## src/rtl/muldiv_pkg.sv

```systemverilog
// Shared definitions for the RV32M iterative multiply/divide unit:
// funct3 op encodings, FSM state encodings and small op-decode helpers.
// Pure declarations, no logic state.
package muldiv_pkg;

    // funct3 encodings of the M-extension ops
    localparam logic [2:0] OP_MUL    = 3'b000;
    localparam logic [2:0] OP_MULH   = 3'b001;
    localparam logic [2:0] OP_MULHSU = 3'b010;
    localparam logic [2:0] OP_MULHU  = 3'b011;
    localparam logic [2:0] OP_DIV    = 3'b100;
    localparam logic [2:0] OP_DIVU   = 3'b101;
    localparam logic [2:0] OP_REM    = 3'b110;
    localparam logic [2:0] OP_REMU   = 3'b111;

    // FSM state encodings
    localparam logic [1:0] S_IDLE = 2'd0;
    localparam logic [1:0] S_CALC = 2'd1;
    localparam logic [1:0] S_FIX  = 2'd2;
    localparam logic [1:0] S_DONE = 2'd3;

    // Divide/remainder ops all have funct3[2] set
    function automatic logic is_div(input logic [2:0] op);
        return op[2];
    endfunction

    // rs1 is treated as signed for these ops (MUL low half is sign-agnostic,
    // treating it as signed x signed keeps the sign-fix path uniform)
    function automatic logic a_is_signed(input logic [2:0] op);
        return (op == OP_MUL) || (op == OP_MULH) || (op == OP_MULHSU) ||
               (op == OP_DIV) || (op == OP_REM);
    endfunction

    // rs2 is treated as signed for these ops
    function automatic logic b_is_signed(input logic [2:0] op);
        return (op == OP_MUL) || (op == OP_MULH) ||
               (op == OP_DIV) || (op == OP_REM);
    endfunction

endpackage

```

## src/rtl/muldiv_unit_cond_neg.sv

```systemverilog
// Conditional two's-complement negator: dout = neg ? -din : din.
// Latency: purely combinational, zero cycles.
// Backpressure: none, no handshake.
module muldiv_unit_cond_neg
    import muldiv_pkg::*;
#(
    parameter int W = 32
) (
    input  logic [W-1:0] din,
    input  logic         neg,
    output logic [W-1:0] dout
);

    localparam logic [W-1:0] ONE = W'(1);

    assign dout = neg ? (~din + ONE) : din;

endmodule

```

## src/rtl/muldiv_unit.sv

```systemverilog
// Iterative RV32M multiply/divide: shift-add multiply, restoring divide.
// Latency: fixed N+2 cycles from accepted start to the done pulse, every op.
// Backpressure: stall holds the datapath while busy; start ignored unless IDLE.
module muldiv_unit
    import muldiv_pkg::*;
#(
    parameter int N = 32
) (
    input  logic         clk,
    input  logic         rst,
    input  logic         start,
    input  logic [2:0]   op,
    input  logic [N-1:0] a,
    input  logic [N-1:0] b,
    output logic         stall,
    output logic         busy,
    output logic         done,
    output logic [N-1:0] result
);

    localparam int             CW       = $clog2(N) + 1;
    localparam logic [CW-1:0]  CNT_LOAD = CW'(N);
    localparam logic [CW-1:0]  CNT_ONE  = CW'(1);
    localparam logic [N-1:0]   INT_MIN  = {1'b1, {(N-1){1'b0}}};
    localparam logic [N-1:0]   ONE_N    = N'(1);

    // FSM and latched-operation state
    logic [1:0]    state_q, state_d;
    logic [CW-1:0] cnt_q,   cnt_d;
    logic [2:0]    op_q,    op_d;
    logic          sa_q,    sa_d;
    logic          sb_q,    sb_d;
    logic [N-1:0]  a_q,     a_d;
    logic [N-1:0]  result_q, result_d;

    // Shared datapath: acc is the product high half / partial remainder,
    // mq is the multiplier / dividend-then-quotient, dvs the multiplicand / divisor.
    logic [N-1:0]  acc_q, acc_d;
    logic [N-1:0]  mq_q,  mq_d;
    logic [N-1:0]  dvs_q, dvs_d;

    // Operand sign decode and magnitudes at accept
    logic          sa_in, sb_in;
    logic [N-1:0]  mag_a, mag_b;

    assign sa_in = a[N-1] & a_is_signed(op);
    assign sb_in = b[N-1] & b_is_signed(op);

    muldiv_unit_cond_neg #(.W(N)) u_mag_a (.din(a), .neg(sa_in), .dout(mag_a));
    muldiv_unit_cond_neg #(.W(N)) u_mag_b (.din(b), .neg(sb_in), .dout(mag_b));

    // Sign fix of the finished magnitudes, consumed in FIX
    logic [2*N-1:0] prod_fix;
    logic [N-1:0]   quo_fix, rem_fix;

    muldiv_unit_cond_neg #(.W(2*N)) u_prod_fix (
        .din ({acc_q, mq_q}),
        .neg (sa_q ^ sb_q),
        .dout(prod_fix)
    );
    muldiv_unit_cond_neg #(.W(N)) u_quo_fix (.din(mq_q),  .neg(sa_q ^ sb_q), .dout(quo_fix));
    muldiv_unit_cond_neg #(.W(N)) u_rem_fix (.din(acc_q), .neg(sa_q),        .dout(rem_fix));

    // One multiply step: conditionally add multiplicand, then shift {acc,mq} right
    logic [N:0]   mul_sum;
    logic [N-1:0] mul_acc_nx, mul_mq_nx;

    // One restoring-divide step: shift in next dividend bit, trial-subtract divisor
    logic [N:0]   div_shift, div_trial;
    logic         div_ge;
    logic [N-1:0] div_acc_nx, div_mq_nx;

    // Per-iteration arithmetic for both paths; the FSM picks one by op
    always_comb begin
        mul_sum    = {1'b0, acc_q} + {1'b0, (mq_q[0] ? dvs_q : {N{1'b0}})};
        mul_acc_nx = mul_sum[N:1];
        mul_mq_nx  = {mul_sum[0], mq_q[N-1:1]};

        div_shift  = {acc_q, mq_q[N-1]};
        div_trial  = div_shift - {1'b0, dvs_q};
        // With acc < divisor the trial's top bit is set exactly when it borrowed
        div_ge     = ~div_trial[N];
        div_acc_nx = div_ge ? div_trial[N-1:0] : div_shift[N-1:0];
        div_mq_nx  = {mq_q[N-2:0], div_ge};
    end

    // Special cases resolved in FIX. Division by zero leaves the iteration
    // result meaningless, so it is overridden; signed overflow would come out
    // right from the magnitude path but is forced explicitly for clarity.
    logic div_zero, div_ovf;

    assign div_zero = (dvs_q == {N{1'b0}});
    assign div_ovf  = sa_q & sb_q & (a_q == INT_MIN) & (dvs_q == ONE_N);

    // Next-state, iteration and result selection
    always_comb begin
        state_d  = state_q;
        cnt_d    = cnt_q;
        op_d     = op_q;
        sa_d     = sa_q;
        sb_d     = sb_q;
        a_d      = a_q;
        acc_d    = acc_q;
        mq_d     = mq_q;
        dvs_d    = dvs_q;
        result_d = result_q;

        case (state_q)
            S_IDLE: begin
                if (start) begin
                    op_d    = op;
                    sa_d    = sa_in;
                    sb_d    = sb_in;
                    a_d     = a;
                    acc_d   = {N{1'b0}};
                    mq_d    = mag_a;
                    dvs_d   = mag_b;
                    cnt_d   = CNT_LOAD;
                    state_d = S_CALC;
                end
            end
            S_CALC: begin
                cnt_d = cnt_q - CNT_ONE;
                if (is_div(op_q)) begin
                    acc_d = div_acc_nx;
                    mq_d  = div_mq_nx;
                end else begin
                    acc_d = mul_acc_nx;
                    mq_d  = mul_mq_nx;
                end
                if (cnt_q == CNT_ONE) begin
                    state_d = S_FIX;
                end
            end
            S_FIX: begin
                case (op_q)
                    OP_MUL:                      result_d = prod_fix[N-1:0];
                    OP_MULH, OP_MULHSU, OP_MULHU: result_d = prod_fix[2*N-1:N];
                    OP_DIV, OP_DIVU: begin
                        if (div_zero)     result_d = {N{1'b1}};
                        else if (div_ovf) result_d = a_q;
                        else              result_d = quo_fix;
                    end
                    default: begin
                        if (div_zero)     result_d = a_q;
                        else if (div_ovf) result_d = {N{1'b0}};
                        else              result_d = rem_fix;
                    end
                endcase
                state_d = S_DONE;
            end
            default: begin
                state_d = S_IDLE;
            end
        endcase
    end

    // State registers with synchronous reset; reset abandons any op in flight
    always_ff @(posedge clk) begin
        if (rst) begin
            state_q  <= S_IDLE;
            cnt_q    <= {CW{1'b0}};
            op_q     <= 3'b000;
            sa_q     <= 1'b0;
            sb_q     <= 1'b0;
            a_q      <= {N{1'b0}};
            acc_q    <= {N{1'b0}};
            mq_q     <= {N{1'b0}};
            dvs_q    <= {N{1'b0}};
            result_q <= {N{1'b0}};
        end else begin
            state_q  <= state_d;
            cnt_q    <= cnt_d;
            op_q     <= op_d;
            sa_q     <= sa_d;
            sb_q     <= sb_d;
            a_q      <= a_d;
            acc_q    <= acc_d;
            mq_q     <= mq_d;
            dvs_q    <= dvs_d;
            result_q <= result_d;
        end
    end

    assign stall  = ((state_q == S_IDLE) & start) | (state_q == S_CALC) | (state_q == S_FIX);
    assign busy   = (state_q != S_IDLE);
    assign done   = (state_q == S_DONE);
    assign result = result_q;

endmodule

```

## config.mk

```make
export PLATFORM = sky130hd
export DESIGN_NAME = muldiv_unit
export DESIGN_NICKNAME = d
export VERILOG_FILES = /design/src/rtl/muldiv_pkg.sv /design/src/rtl/muldiv_unit_cond_neg.sv /design/src/rtl/muldiv_unit.sv
export SDC_FILE = /design/constraint.sdc
export NUM_CORES = 1
export LEC_CHECK = 0
export CORE_MARGIN = 2
export CORE_UTILIZATION = 30
export CTS_CLUSTER_DIAMETER = 80
export DETAILED_ROUTE_END_ITERATION = 8
export GPL_TIMING_DRIVEN = 0
export PLACE_DENSITY = 0.57
export SYNTH_ARGS = -nofsm -noshare
export SYNTH_HDL_FRONTEND = slang
export SYNTH_HIERARCHICAL = 1
export SYNTH_SLANG_ARGS = --single-unit
```

## constraint.sdc

```tcl
create_clock -name clk -period 4.6 [get_ports clk]
set_input_delay 0.92 -clock clk [delete_from_list [all_inputs] [get_ports clk]]
set_output_delay 0.92 -clock clk [all_outputs]
set_load 0.01 [all_outputs]
```

Word-level counts from Yosys, hierarchy flattened

Cells that the tools add are included.

Word-level logic and storage cells: 90
Bits of input ports: 70
Output and inout bits: 35
ROM bits: 0
Latch bits: 0
Flip-flop bits (word level): 173
Memories: 0
RAM bits: 0

Equal/unequal tests: 17
Div/mod/pow operators: 0
$add $sub $neg: 8
Bitwise operators: 15
Muxes and demuxes: 23
Order comparisons: 0
Multipliers: 0
Shift operators: 0
Reduce and logical (&&, ||, !) cells: 17

Operators by type and width:

| cell                                                  | number |
|---|---|
| two-way mux 32 bit                                    | 14 |
| adder 32 x 1 -> 32 bit (second input constant)        | 4 |
| NOT 32 bit                                            | 4 |
| one-hot mux 32 bit (2 select lines)                   | 2 |
| one-hot mux 32 bit (3 select lines)                   | 1 |
| adder 64 x 1 -> 64 bit (second input constant)        | 1 |
| two-way mux 64 bit                                    | 1 |
| NOT 64 bit                                            | 1 |
| adder 32 x 32 -> 33 bit                               | 1 |
| subtractor 33 x 32 -> 33 bit                          | 1 |
| equality test 32 x 1 -> 1 bit (second input constant) | 1 |
| equality test 32 bit (second input constant)          | 1 |
| zero test 32 bit                                      | 1 |
| equality test 3 bit (second input constant)           | 4 |
| one-hot mux 6 bit (2 select lines)                    | 1 |
| equality test 3 x 2 -> 1 bit (second input constant)  | 3 |
| bitwise AND 1 bit                                     | 6 |
| equality test 3 x 1 -> 1 bit (second input constant)  | 2 |
| equality test 6 x 1 -> 1 bit (second input constant)  | 1 |
| zero test 3 bit                                       | 2 |
| logical OR 1 bit                                      | 6 |
| two-way mux 6 bit                                     | 1 |
| one-hot mux 2 bit (3 select lines)                    | 1 |
| AND reduction 2 bit                                   | 3 |
| other kinds (12)                                      | 17 |

Logic depth before layout (Yosys ltp)

Gate-level depths: netlist of the first run.

Depth after elaboration: 9
Depth in mapped cells: 14
Gate-level depth less buffers: 13

By module

The synthesis of the first run kept the hierarchy.

By module, submodules not included:

| module                             | area an instance (µm²) | times used | cells an instance |
|---|---|---|---|
| muldiv_unit                        | 12386.9                | 1          | 1676 |
| muldiv_unit_cond_neg (u_mag_a ...) | 777.0                  | 4          | 99 |
| muldiv_unit_cond_neg (u_prod_fix)  | 1649.1                 | 1          | 206 |

Worst setup path before layout of the first run

OpenSTA, ideal clock, no wires.

Path type: reg-to-reg
From: register mq_q[0]
To: register acc_q[28]
Arrival: 2.982 ns
Cell stages (with the launch flop): 14
Period minus slack after synthesis: 3.115 ns
Required time: 4.466 ns
Slack: 1.485 ns
Path through: dfxtp_1 -> clkbuf_1 -> and2_1 -> ha_1 -> buf_2 -> a21o_1 -> a21oi_1 -> o21bai_1 -> a21o_1 -> a311o_1 -> o21bai_1 -> o2111a_1 -> a2111oi_0 -> o21ai_1

Cells in the longest elaborated chain, start to end: 4

RTL lines:

| element                             | line               | RTL |
|---|---|---|
| start, declared                     | muldiv_unit.sv:39  | `logic [N-1:0] mq_q, mq_d;` |
| start signal, assigned              | muldiv_unit.sv:168 | `mq_q <= {N{1'b0}};` |
| start signal, assigned              | muldiv_unit.sv:179 | `mq_q <= mq_d;` |
| two-way mux 32 bit                  | muldiv_unit.sv:75  | `mul_sum = {1'b0, acc_q} + {1'b0, (mq_q[0] ? dvs_q : {N{1'b0}})};` |
| adder 32 x 32 -> 33 bit             | muldiv_unit.sv:75  |  |
| two-way mux 32 bit                  | muldiv_unit.sv:124 | `if (is_div(op_q)) begin` |
| one-hot mux 32 bit (2 select lines) | muldiv_unit.sv:108 | `case (state_q)` |
| end signal, assigned                | muldiv_unit.sv:167 | `acc_q <= {N{1'b0}};` |
| end, declared                       | muldiv_unit.sv:38  | `logic [N-1:0] acc_q, acc_d;` |

No other way between the ends.
A chain may end at the register's enable or synchronous reset.

Worst setup path after layout of the first run

From: register mq_q[0]
To: register acc_q[31]

The elaborated chain is that of the path after synthesis.

==> reports/results.tsv, run 1 <==
metric	value	unit
slowest stage delay, CP	0.67	ns
RSZ-0062 raised after global routing	yes	
Ant. Diodes	0	
design area	19700	µm²
Routed Antenna Nets	0	
total number of yosys warnings	6	
maximum clock path buffer count	2	
clk sinks	173	
CP max FO	16	
Post-CTS Repair Setup Buffers	0	
IO Pins	105	
asr flop ratio synth	0	%
standard-cell rows	87	
worst slack at placement	-0.119	ns
crit path DAT	4.78	ns
Worst Path Required	4.99	ns
WS Path Type	reg -> reg	
Final Hold Vio Count	0	
drt drc	0	
CTS Hold Bufs	0	
final setup margin	0.216	ns
wirelength, routed	69000	µm
number of global-route vias before repair	17300	
# fillers	6049	
antenna violations before repair	3	
most frequent cells in the layout	306 x nand2_1, 230 x a21oi_1, 207 x xnor2_1	
number of max-cap violations	0	
commonest non-fill, non-tap cell in the layout	nand2_1	
leakage	7.01	nW
Die Span X	243	µm
Core ar.	56500	µm²
f_max	228	MHz
via density per instance	5.71	
ys flop type	dfxtp_1	
clock period minus worst slack	4.38	ns
CP max-delay cell	dfxtp_2	
Final Setup Violations	0	
worst clock skew	0.0157	ns
outcome	completed	
PortBufs	103	
first-pass GRT wire length	104000	µm
Post-synth EDFFs	0	
RD Place Congestion	0.960	
clock root buffer	clkbuf_16	
Final nets	2550	
Total Power	9.28	mW
CTS tree	built	
sequential element share of the synthesized area	20.2	%
Least-Margin Pin Slew	1.18	ns
Mapped Area	17100	µm²
Syn Nets	2427	
Worst setup SP type	flip-flop	
Clock Pin Slew Worst Setup and Hold Paths	0.08	ns
CTS H-tree depth	4	
Layout area overhead	15.1	%
synthesized area per cell	7.53	µm²
final period utilization	95.3	%
Overall Global Routing Usage	22.8	%
hold crit path type	reg -> reg	
worst path cell trace	clkbuf_1, and2_1, ha_1, inv_1, fa_1, nand2b_1, a21oi_1, o21a_1, o21ai_0, a211oi_1, nor2_1, o21ai_0, a32oi_1, a211oi_1	
total grt overflow	0	
worst vdd ir	0.302	mV
die height	243	µm
clock buffer count from CTS	17	
Syn Inst Count	2278	
max-slew violation count	0	
register bit total from synthesis	173	
TritonRoute pass-1 iters	9	
initial core utilization	30.3	%
Area after DPL	19100	µm²
layout cell share with drive strength beyond 1	6.34	%
Skew-Pair Late Insertion Delay	0.48	ns
post-DP HPWL	55300	µm
final core utilization	34.9	%
total number of vias	18100	
largest net degree at the start of global routing	19	
1st-iter DRT viols	1455	
post-synth cell types	92	
die area	59100	µm²
pwr dens	470	nW/µm²
Worst slew margin	21.5	%
CP Capture Type	flip-flop	
setup tns final	0	ns
wire per inst	21.8	µm
[cell families (layout without fill, tap and decap cells)]
kind of cell / count (synthesis) / count (layout) / share of synthesized area [%]
AOI/OAI and AO/OA: 720 / 720 / 28.6
adders and majority gates: 79 / 79 / 5.85
xor gates and xnor gates: 231 / 231 / 11.8
DFF: 173 / 173 / 20.2
and+or+nand+nor: 826 / 826 / 25.7
muxes: 53 / 53 / 3.10
buffers and inverters: 196 / 332 / 4.82
[repair_timing]
item / CTS / global route
gates resized for setup: 1 / 1
endpoints found under the setup margin: 5 / 3
pin swaps: 0 / 0
[cell type report]
class                      count  area, µm²  share of cell area [%]
multi-input combinational   1909      12900                    65.2
clock buffer                  17        425                    2.16
buffer                       133        589                    2.99
inverter                      63        236                    1.20
tap                          756        946                    4.79
clock inverter                15        173                   0.875
sequential                   173       3460                    17.6
timing repair buffer         104       1040                    5.28
[sequential cells by signal (all words and copies together) (netlist names)]
| signal | count |
|---|---|
| result | 32 |
| op_q | 3 |
| acc_q | 32 |
| a_q | 32 |
| sa_q | 1 |
| state_q | 2 |
| dvs_q | 32 |
| mq_q | 32 |
| cnt_q | 6 |
| sb_q | 1 |
[through the flow]
stage	hold slack, ns	std cells
global route	0.490	3170
CTS	0.475	3170
detailed placement	0.462	3138
finish	0.470	3170
global placement	0.462	3137
floorplan	0.440	2278
[path summary, 6_finish.rpt]
| check | to | from | slack, ns | depth (start not counted) |
|---|---|---|---|---|
| hold reg to reg | result[4] | result[4] | 0.47 | 2 |
| setup / recovery | acc_q[31] | mq_q[0] | 0.22 | 14 |
| hold / removal | result[4] | result[4] | 0.47 | 2 |
| setup reg to reg | acc_q[31] | mq_q[0] | 0.22 | 14 |
[Yosys cell counts, types with 20 or more instances]
cell	n	area (µm²)
o31ai_1	57	428
o21bai_1	36	270
nand2_1	306	1150
o41ai_2	20	325
o21ai_0	121	606
o41ai_1	29	254
a21o_1	33	248
buf_1	25	93.8
xnor2_1	207	1810
clkbuf_1	86	323
nand3_1	45	225
dfxtp_1	173	3460
xor2_1	24	210
nor2_1	153	574
o2111ai_1	34	298
nand2b_1	60	375
mux2i_1	52	521
nor4_1	27	169
or3_1	26	163
nand4_1	26	163
ha_1	77	963
a221oi_1	30	263
and2_1	41	257
a21oi_1	230	1150
nor3_1	30	150
inv_1	63	236
[per-layer routing]
metal	up-vias	track usage, %	share of wire, %
li1	8577	-	-
met5	-	0	0.015
met3	133	3.48	6.3
met4	2	10.6	4.6
met2	674	38.5	47
met1	8724	28.5	42
[power breakdown]
group | switching [mW] | internal, mW
logic | 3.33 | 2.05
registers | 0.572 | 1.78
clock network | 0.769 | 0.777
[worst max-delay path: cells and delay by family (launching register included)]
kind,cells,cell delay [ns]
adder cells (fa/ha/maj),2,0.63
AO/OA/AOI/OAI,7,1.82
AND/OR/NAND/NOR,3,0.61
buffers and inverters,2,0.56
flip-flops,1,0.67
Power figures use the tool's default switching activity.
==> inputs of run 2 (changes only) <==
Settings changed: REMOVE_ABC_BUFFERS set to 1.
==> run 2 against run 1 <==
  * Clock power hardly changed
  * Hold slack is essentially flat
  * First-iteration DRC count increased by 2.0%
  * Highest routed layer is now met4
  * Cell count fell by 3.8%
  * Clock-buffer cell count rose by 1
  * Core utilization decreased by 0.50 points
  * Combinational power down 4%
  * Sequential power increased by 3%
  * Critical path type unchanged
  * Routed wire length is 13% lower
  * Sequential cell count unchanged
  * Register-to-register slack improved by 0.31 ns
  * Total power shrank 0.99%
==> reports/results.tsv, run 2 (same netlist as run 1, synthesis figures left out) <==
metric	value	unit	change
standard-cell rows	87		unchanged
CTS tree	built		
Non-Filler Instances	3051		-3.8%
RSZ-0062 raised after global routing	no		
final period utilization	88.6	%	-6.7 points
hold crit path type	reg -> reg		
Die Span X	243	µm	unchanged
maximum clock path buffer count	2		unchanged
worst path cell trace	nand2_1, inv_1, ha_1, a211oi_1, o21ai_0, nand3_1, o21ai_0, a21oi_1, o21bai_1, o2111a_1, a2111oi_0, o21ai_1		
Critical Path Start	mq_q[0]		
clock root buffer	clkbuf_16		
1st-iter DRT viols	1484		+2.0%
Routed Antenna Nets	0		unchanged
layout cell share with drive strength beyond 1	6.76	%	+0.42 points
CTS Hold Bufs	0		unchanged
wire per inst	19.7	µm	-9.6%
leakage	6.90	nW	-1.5%
Worst R2R Path Depth	12		-2
CP Capture Type	flip-flop		
worst vdd ir	0.317	mV	+4.8%
FF-to-FF Start	mq_q[0]		
met1 Usage GRT	27.0	%	-1.5 points
PostCTS Resize Cnt	0		-1
multi-input logic area	12900	µm²	+0.41%
Core ar.	56500	µm²	unchanged
f_max	245	MHz	+7.5%
PortBufs	104		+0.97%
die area	59100	µm²	unchanged
Worst setup SP type	flip-flop		
Final Setup Violations	0		unchanged
Reg area	3470	µm²	+0.11%
commonest non-fill, non-tap cell in the layout	nand2_1		
CP max-delay cell	dfxtp_2		
WS Path Type	reg -> reg		
post-DP HPWL	44300	µm	-20%
clock period minus worst slack	4.08	ns	-0.307 ns
Worst slew margin	4.64	%	-17 points
grt peak-use layer	met2		
Final nets	2431		-4.7%
Final Hold Vio Count	0		unchanged
via density per instance	5.72		+0.19%
most frequent cells in the layout	304 x nand2_1, 229 x a21oi_1, 207 x xnor2_1		
TritonRoute pass-1 iters	5		-4
most used cell, CP	o21ai_0		
first-pass GRT wire length	95300	µm	-8.5%
clk sinks	173		unchanged
clock buffer count from CTS	17		unchanged
# placed instances	3018		-3.8%
total grt overflow	0		unchanged
CP endpoint	acc_q[28]		
number of global-route vias before repair	16800		-3.4%
pwr dens	472	nW/µm²	+0.44%
grt met3 use	3.25	%	-0.23 points
RD Place Congestion	0.918		-4.3%
max-slew violation count	0		unchanged
largest net degree at the start of global routing	82		+63
Clock Pin Slew Worst Setup and Hold Paths	0.07	ns	about the same
drt drc	0		unchanged
Post-CTS Repair Setup Buffers	0		unchanged
die height	243	µm	unchanged
Layout area overhead	13.5	%	
initial core utilization	30.3	%	unchanged
crit path DAT	4.42	ns	-0.36 ns
worst clock skew	0.0132	ns	-0.00249 ns
CTS H-tree depth	4		unchanged
# fillers	5921		-2.1%
Crit Reg-Reg Endpoint	acc_q[28]		
Worst Path Required	4.94	ns	-0.05 ns
CP max FO	43		+27
Skew-Pair Late Insertion Delay	0.49	ns	about the same
Area after DPL	18800	µm²	-1.6%
IO Pins	105		unchanged
total number of vias	17500		-3.6%
Overall Global Routing Usage	20.1	%	-2.8 points
R2R Setup Slk	0.52	ns	+0.31 ns
GR Util met2	32.4	%	-6.1 points
Least-Margin Pin Slew	1.43	ns	+0.252 ns
design area	19500	µm²	-1.4%
slowest stage delay, CP	0.87	ns	+0.20 ns
antenna violations before repair	0		-3
wirelength, routed	60000	µm	-13%
outcome	completed		
number of max-cap violations	0		unchanged
-- run 2: critical path, delay by kind of cell, from the launching register on --
kind | cells | cell delay [ns]
compound gates | 8 | 2.30
flops | 1 | 0.87
simple gates | 2 | 0.43
fa+ha+maj | 1 | 0.24
buf+inv | 1 | 0.10
-- run 2: area by class of cell --
cell class	instances	share of cell area (%)
diodes	1	0.0129
flip-flops and latches	173	17.8
multi-input cells	1909	66.4
clock buffers	18	2.26
well taps	756	4.86
repair buffers	118	6.62
clock inverters	13	0.842
inverters	63	1.22
-- run 2: stage by stage --
step / total power [mW] / TNS, ns / util [%] / setup WS (ns) / hold WS (ns)
floorplan: 5.78 / -11.84 / - / -0.376 / 0.434
global placement: 7.38 / -394.68 / 32.8 / -4.88 / 0.454
detailed placement: 7.53 / 0 / 33.3 / 0.207 / 0.460
CTS: 9.14 / 0 / 34.4 / 0.518 / 0.470
global route: 9.79 / 0 / 34.4 / 0.267 / 0.488
finish: 9.19 / 0 / 34.4 / 0.523 / 0.470
-- run 2: worst min-delay path by stage --
stage,start,end,cells after the start
final,result[0],result[0],2
after global routing,result[8],result[8],2
after CTS,result[8],result[8],2
after detailed placement,result[20],result[20],2
after global placement,result[15],result[15],2
after floorplan,sb_q,sb_q,2
-- run 2: per-layer routing --
metal | share of wire, % | vias up
met1 | 45 | 8364
met3 | 6.5 | 112
met5 | 0 | -
met4 | 2.8 | 0
li1 | - | 8340
met2 | 45 | 648
-- run 2: report_power, final --
group / internal (mW) / switching (mW) / total [mW]
Sequential: 1.78 / 0.635 / 2.42
Combinational: 2.05 / 3.14 / 5.19
Clock: 0.869 / 0.706 / 1.58
Total: 4.70 / 4.48 / 9.19
